<file path="src/rtl/aes_pkg.sv">
// Purpose: shared AES constants, cipher FSM encoding and GF(2^8) byte helpers.
// Latency: none; every function is pure combinational logic.
// Backpressure: not applicable (no handshake in this package).
//
// Contents: BLOCK_W/ROUND_W widths, cipher_state_e, sbox(), xtime(), gf_mul3().
package aes_pkg;

    localparam int BLOCK_W = 128;
    localparam int ROUND_W = 4;

    typedef enum logic [1:0] {
        IDLE   = 2'd0,
        ROUNDS = 2'd1,
        FINAL  = 2'd2,
        DONE   = 2'd3
    } cipher_state_e;

    // Forward S-box, entry 0 in the most significant byte.
    localparam logic [2047:0] SBOX_TABLE = {
        128'h637c777bf26b6fc53001672bfed7ab76,
        128'hca82c97dfa5947f0add4a2af9ca472c0,
        128'hb7fd9326363ff7cc34a5e5f171d83115,
        128'h04c723c31896059a071280e2eb27b275,
        128'h09832c1a1b6e5aa0523bd6b329e32f84,
        128'h53d100ed20fcb15b6acbbe394a4c58cf,
        128'hd0efaafb434d338545f9027f503c9fa8,
        128'h51a3408f929d38f5bcb6da2110fff3d2,
        128'hcd0c13ec5f974417c4a77e3d645d1973,
        128'h60814fdc222a908846eeb814de5e0bdb,
        128'he0323a0a4906245cc2d3ac629195e479,
        128'he7c8376d8dd54ea96c56f4ea657aae08,
        128'hba78252e1ca6b4c6e8dd741f4bbd8b8a,
        128'h703eb5664803f60e613557b986c11d9e,
        128'he1f8981169d98e949b1e87e9ce5528df,
        128'h8ca1890dbfe6426841992d0fb054bb16
    };

    // Entry b sits at bit offset (255-b)*8; ~b is exactly 255-b for a byte.
    function automatic logic [7:0] sbox(input logic [7:0] b);
        return SBOX_TABLE[{~b, 3'b000} +: 8];
    endfunction

    // Multiply by x (0x02) modulo the AES polynomial x^8+x^4+x^3+x+1.
    function automatic logic [7:0] xtime(input logic [7:0] b);
        return {b[6:0], 1'b0} ^ (b[7] ? 8'h1b : 8'h00);
    endfunction

    // Multiply by 0x03 = x + 1.
    function automatic logic [7:0] gf_mul3(input logic [7:0] b);
        return xtime(b) ^ b;
    endfunction

endpackage

</file>
<file path="src/rtl/cipher_round.sv">
// Purpose: one AES cipher round: SubBytes, ShiftRows, optional MixColumns, AddRoundKey.
// Latency: purely combinational, zero cycles.
// Backpressure: none; output follows inputs continuously.
//
// Ports:
//   state_i     [127:0]  round input, byte 0 in bits [127:120] (column-major)
//   round_key_i [127:0]  key XORed in last
//   skip_mix_i           1 bypasses MixColumns (last round of the cipher)
//   state_o     [127:0]  round output
module cipher_round
    import aes_pkg::*;
(
    input  logic [BLOCK_W-1:0] state_i,
    input  logic [BLOCK_W-1:0] round_key_i,
    input  logic               skip_mix_i,
    output logic [BLOCK_W-1:0] state_o
);

    // Byte n of the block is state element row n%4, column n/4.
    logic [7:0] sub_b [16];
    logic [7:0] shf_b [16];
    logic [7:0] mix_b [16];

    for (genvar n = 0; n < 16; n++) begin : g_sub
        assign sub_b[n] = sbox(state_i[127-8*n -: 8]);
    end

    // Row r rotates left by r columns: new[r][c] = old[r][(c+r)%4].
    for (genvar c = 0; c < 4; c++) begin : g_shift_col
        for (genvar r = 0; r < 4; r++) begin : g_shift_row
            assign shf_b[r+4*c] = sub_b[r+4*((c+r)%4)];
        end
    end

    for (genvar c = 0; c < 4; c++) begin : g_mix
        assign mix_b[4*c+0] = xtime(shf_b[4*c+0]) ^ gf_mul3(shf_b[4*c+1])
                            ^ shf_b[4*c+2]        ^ shf_b[4*c+3];
        assign mix_b[4*c+1] = shf_b[4*c+0]        ^ xtime(shf_b[4*c+1])
                            ^ gf_mul3(shf_b[4*c+2]) ^ shf_b[4*c+3];
        assign mix_b[4*c+2] = shf_b[4*c+0]        ^ shf_b[4*c+1]
                            ^ xtime(shf_b[4*c+2]) ^ gf_mul3(shf_b[4*c+3]);
        assign mix_b[4*c+3] = gf_mul3(shf_b[4*c+0]) ^ shf_b[4*c+1]
                            ^ shf_b[4*c+2]        ^ xtime(shf_b[4*c+3]);
    end

    for (genvar n = 0; n < 16; n++) begin : g_ark
        assign state_o[127-8*n -: 8] = (skip_mix_i ? shf_b[n] : mix_b[n])
                                     ^ round_key_i[127-8*n -: 8];
    end

endmodule

</file>
<file path="src/rtl/cipher_iter.sv">
// Purpose: iterative AES forward cipher (128/192/256-bit keys), one round per clock.
// Latency: out_valid is seen high at the (Nr+1)th rising edge after the accepting edge.
// Backpressure: result held in DONE until out_ready; in_ready is low until then.
//
// Ports:
//   clk, reset_n            rising-edge clock, asynchronous active-low reset
//   in_valid / in_ready     plaintext handshake; in_ready high only while idle
//   plainText  [127:0]      input block, byte 0 in bits [127:120]
//   keys [128*(Nr+1)-1:0]   expanded schedule, round key i at keys[128*i +: 128];
//                           must stay stable from acceptance until out_valid
//   out_valid / out_ready   result handshake; out_valid high only in DONE
//   cipherText [127:0]      encrypted block, stable while out_valid is high
module cipher_iter
    import aes_pkg::*;
#(
    parameter int Nk = 4,
    parameter int Nr = Nk + 6
)
(
    input  logic                     clk,
    input  logic                     reset_n,
    input  logic                     in_valid,
    output logic                     in_ready,
    input  logic [BLOCK_W-1:0]       plainText,
    input  logic [128*(Nr+1)-1:0]    keys,
    output logic                     out_valid,
    input  logic                     out_ready,
    output logic [BLOCK_W-1:0]       cipherText
);

    // Round index of the last round that still applies MixColumns.
    localparam logic [ROUND_W-1:0] LAST_MID = ROUND_W'(Nr - 1);

    cipher_state_e      fsm_q, fsm_d;
    logic [ROUND_W-1:0] round_q, round_d;
    logic [BLOCK_W-1:0] blk_q, blk_d;
    logic [BLOCK_W-1:0] ct_q, ct_d;

    logic [BLOCK_W-1:0] round_key;
    logic [BLOCK_W-1:0] round_out;
    logic               skip_mix;

    // The schedule is never registered; the round counter picks the live key.
    // round_q never exceeds Nr, so the select stays inside the keys bus.
    assign round_key = keys[{round_q, 7'd0} +: BLOCK_W];

    cipher_round u_round (
        .state_i     (blk_q),
        .round_key_i (round_key),
        .skip_mix_i  (skip_mix),
        .state_o     (round_out)
    );

    always_comb begin
        fsm_d     = fsm_q;
        round_d   = round_q;
        blk_d     = blk_q;
        ct_d      = ct_q;
        in_ready  = 1'b0;
        out_valid = 1'b0;
        skip_mix  = 1'b0;

        case (fsm_q)
            IDLE: begin
                in_ready = 1'b1;
                if (in_valid) begin
                    // Initial AddRoundKey with round key 0.
                    blk_d   = plainText ^ keys[BLOCK_W-1:0];
                    round_d = ROUND_W'(1);
                    fsm_d   = ROUNDS;
                end
            end
            ROUNDS: begin
                blk_d   = round_out;
                round_d = round_q + ROUND_W'(1);
                if (round_q == LAST_MID) begin
                    fsm_d = FINAL;
                end
            end
            FINAL: begin
                // round_q == Nr here; last round drops MixColumns.
                skip_mix = 1'b1;
                blk_d    = round_out;
                ct_d     = round_out;
                fsm_d    = DONE;
            end
            DONE: begin
                out_valid = 1'b1;
                if (out_ready) begin
                    round_d = '0;
                    fsm_d   = IDLE;
                end
            end
            default: begin
                round_d = '0;
                fsm_d   = IDLE;
            end
        endcase
    end

    always_ff @(posedge clk or negedge reset_n) begin
        if (!reset_n) begin
            fsm_q   <= IDLE;
            round_q <= '0;
            blk_q   <= '0;
            ct_q    <= '0;
        end else begin
            fsm_q   <= fsm_d;
            round_q <= round_d;
            blk_q   <= blk_d;
            ct_q    <= ct_d;
        end
    end

    assign cipherText = ct_q;

endmodule

</file>
<file path="config.mk">
export PLATFORM = sky130hd
export DESIGN_NAME = cipher_iter
export DESIGN_NICKNAME = d
export VERILOG_FILES = /design/src/rtl/aes_pkg.sv /design/src/rtl/cipher_round.sv /design/src/rtl/cipher_iter.sv
export SDC_FILE = /design/constraint.sdc
export NUM_CORES = 2
export LEC_CHECK = 0
export BUFFER_PORTS_ARGS = -buffer_cell sky130_fd_sc_hd__buf_2
export CAP_MARGIN = 25
export CORE_AREA = 10 10 643 645
export CTS_CLUSTER_DIAMETER = 200
export DETAILED_ROUTE_END_ITERATION = 10
export DIE_AREA = 0 0 653 655
export GPL_ROUTABILITY_DRIVEN = 0
export GPL_TIMING_DRIVEN = 0
export PLACE_DENSITY = 0.36
export REMOVE_ABC_BUFFERS = 1
export SYNTH_ARGS = -nofsm -noshare
export SYNTH_HDL_FRONTEND = slang
export SYNTH_HIERARCHICAL = 1
export SYNTH_SLANG_ARGS = --single-unit
</file>
<file path="constraint.sdc">
create_clock -name clk -period 5.7 [get_ports clk]
set_clock_uncertainty 0.2 [all_clocks]
set_input_delay 1.14 -clock clk [delete_from_list [all_inputs] [get_ports clk]]
set_output_delay 1.14 -clock clk [all_outputs]
set_load 0.02 [all_outputs]
</file>
==> reports/qor.yml <==
wire_per_inst_um: 36.1
via_count_of_the_first_global_routing_pass: 98421
routed_wl_mm: 647
synth_seq_area_share: 0.0797
rsz0062_at_grt: "yes"
timing.critical_path.from_type: "flop"
via_count: 106485
largest_cells_by_area_after_synthesis: "sky130_fd_sc_hd__dfrtp_1 8.0%, sky130_fd_sc_hd__mux2i_1 7.6%, sky130_fd_sc_hd__o21ai_0 5.8%"
cp_max_fo: 24
synth-edff-count: 0
post_synth_most_frequent_cells: "974 x sky130_fd_sc_hd__nand2_1, 959 x sky130_fd_sc_hd__o21ai_0, 832 x sky130_fd_sc_hd__a21oi_1, 664 x sky130_fd_sc_hd__nor2_1, 624 x sky130_fd_sc_hd__mux2i_1"
synth_top_cell_by_area: "sky130_fd_sc_hd__dfrtp_1"
timing.final.crit_period_ns: 5.74
synth_mux_area_frac: 0.154
asyncSetResetFlopFracSynth: 1.00
global_route_overflow: 0
portBuffers: 1669
area_added_between_synthesis_and_finish_pct: 23.0
cp_slowest_cell: "sky130_fd_sc_hd__dfrtp_4"
grtUsageTotal: 0.281
postPlaceCellArea_um2: 95800
max_cap_viol_count: 0
critical_path.most_common_cell: "sky130_fd_sc_hd__xnor2_1"
yosysWarningCount: 6
violations: "setup timing"
clk_latency_ns: 0.78
timing.final.crit_share: 1.01
final_layout_size_suffix_gt1_frac: 0.245
avgViaCountPerCell: 5.93
ys_types: 132
cp_cell_sequence: "clkinvlp_4 -> ha_4 -> nor2_4 -> o31ai_1 -> a221oi_1 -> a311oi_1 -> a211oi_1 -> o211ai_1 -> xor2_1 -> xnor2_1 -> xnor2_1 -> o21ai_2 -> xnor2_1 -> mux2i_1 -> o21ai_0"
synthSimpleGateAreaFrac: 0.213
multi_input_comb_area_um2: 70700
post_synth_xor_area_fraction: 0.0786
adder_cell_fraction_of_synth_area: 0.0357
core_region_area_um2: 401000
final-setup-viol-count: 2
tns_ns: -0.0462
cts_hold_buffers: 0
crit_family: "compound AO/OA/AOI/OAI gates"
cts_root_buf: "sky130_fd_sc_hd__clkbuf_16"
ys_seq_elements: 262
clock_tree.htree_level_count: 2
ant_nets: 0
grt_first_pass_wirelength_mm: 865
critical_setup_path_class: "reg2reg"
timing.final.ws_setup_ns: -0.0388
report.final.slew_viol_count: 0
post_route_drc_violation_count: 0
io_pins: 1670
cts_num_sinks: 262
crit_required_ns: 6.12
dominantRegCellSynth: "sky130_fd_sc_hd__dfrtp_1"
max_transition_margin: 0.165
drt_first_iter_violations: 15846
syn-mean-instance-area_um2: 7.14
tritoncts: "yes"
die_area_um2: 428000
reg2reg_slack_ns: -0.04
worst_setup_hold_path_clk_slew_ns: 0.06
combinational_family_with_the_most_area_after_synthesis: "compound AO/OA/AOI/OAI gates"
antenna_found_initial: 186
die_y_um: 655
tightestPinTransition_ns: 1.22
timing_hold_violations_final: 0
die_span_x_um: 653
ff_latch_area_um2: 6810
largest_buffer_count_on_any_clock_path: 3
maxClockFrequency_mhz: 174
hp-class: "in2async"
total_buffers_and_inverters_traversed_by_the_critical_path: 1
status: "complete, but fails checks"
netlist.area_leader.share: 0.0797
syn-instance-count: 11510
worst_ep_arrival_time_ns: 6.16
std_cell_rows: 233
final_area_um2: 101000
end_kind: "flop"
initial_utilization: 0.205
cp_slowest_stage_delay_ns: 0.66
fill_cells: 44866
cts_buffers: 52
area_of_the_mapped_netlist_um2: 82200
synth-compound-area-share: 0.356
nets: 13995
grt_start_max_net_pins: 103
first_pass_iters: 7
post-dp-hpwl_mm: 511
yosysMostFrequentCell: "sky130_fd_sc_hd__nand2_1"
==> final cells by class <==
cell class	instances	share of cell area
repair inverters	2	0.0000990
well taps	5287	0.0654
clock inverters	33	0.00457
inverters	169	0.00743
clock buffers	64	0.0138
multi-input cells	9779	0.699
diodes	398	0.00985
flip-flops and latches	262	0.0674
repair buffers	1955	0.132
==> flip-flops by register name, summed over array words and instances, names as in the netlist <==
| name | cells |
|---|---|
| cipherText | 128 |
| round_q | 4 |
| fsm_q | 2 |
| blk_q | 128 |
==> logic make-up (layout without fill, tap and decap cells) <==
| kind of cell | count (synthesis) | after routing |
|---|---|---|
| flip-flops | 262 | 262 |
| XOR/XNOR | 720 | 720 |
| other | 0 | 398 |
| AND/OR/NAND/NOR | 3547 | 3547 |
| AO/OA/AOI/OAI | 4297 | 4297 |
| buffers and inverters | 1469 | 2223 |
| adder cells (fa/ha/maj) | 235 | 235 |
| multiplexers | 980 | 980 |
==> per-stage QoR <==
| step | std cells | utilization | hold slack, ns | setup slack, ns |
|---|---|---|---|---|
| after global placement | 17166 | 0.227 | 0.285 | -52.29 |
| after global routing | 17886 | 0.252 | 0.108 | -0.120 |
| after CTS | 17511 | 0.247 | 0.0508 | -0.126 |
| final | 17949 | 0.252 | 0.0902 | -0.0388 |
| after floorplan | 10210 | - | 0.334 | -13.51 |
| after detailed placement | 17391 | 0.239 | 0.290 | -1.85 |
==> metal layers <==
layer | GRT usage | wire length [µm] | up-vias | part of all wire
li1 | - | - | 45667 | -
met1 | 0.358 | 255000 | 52583 | 0.39
met2 | 0.444 | 289000 | 6973 | 0.45
met4 | 0.154 | 45500 | 62 | 0.070
met3 | 0.0534 | 57800 | 1200 | 0.089
met5 | 0 | 438 | - | 0.00068
==> layout by cell type (no fill, tap or decap), drive strengths merged, types with 208 or more instances in the layout <==
| master | synthesis | layout |
|---|---|---|
| mux2i | 626 | 626 |
| nand3 | 342 | 342 |
| nor3 | 362 | 362 |
| dfrtp | 262 | 262 |
| a21oi | 834 | 834 |
| nand2 | 976 | 976 |
| nor2 | 670 | 670 |
| xor2 | 298 | 298 |
| nor2b | 306 | 306 |
| a211oi | 228 | 228 |
| buf | 752 | 1955 |
| o22ai | 208 | 208 |
| diode | 0 | 398 |
| xnor2 | 418 | 418 |
| ha | 234 | 234 |
| nand2b | 357 | 357 |
| o21ai | 1002 | 1002 |
| a31oi | 249 | 249 |
| mux4 | 211 | 211 |
==> timing repair <==
| action | 4_1_cts | 5_1_grt |
|---|---|---|
| pin swaps | 4 | 10 |
| cloned | 0 | 2 |
| endpoints found under the setup margin | 252 | 125 |
| resized for setup | 262 | 144 |
| setup buffers | 23 | 36 |
==> worst register-to-register path: cells and delay by family (launching register included) <==
| family | cells | cell delay (ns) |
|---|---|---|
| buffers and inverters | 1 | 0.43 |
| flip-flops | 1 | 0.66 |
| adder cells (fa/ha/maj) | 1 | 0.44 |
| multiplexers | 1 | 0.42 |
| XOR/XNOR | 4 | 0.85 |
| AND/OR/NAND/NOR | 1 | 0.33 |
| AO/OA/AOI/OAI | 7 | 2.25 |
==> path summary, 6_finish.rpt <==
check,start,end,depth (start not counted)
worst min-delay path,reset_n,cipherText[48],1
min in group clk,cipherText[101],cipherText[101],1
worst max register to register,blk_q[88],blk_q[74],15
worst max-delay path,blk_q[88],blk_q[74],15
max in group asynchronous,reset_n,round_q[0],3
worst min register to register,cipherText[101],cipherText[101],1
Power is not shown: default switching activity piles up to over one toggle a cycle in this logic, so the estimate is an artifact.
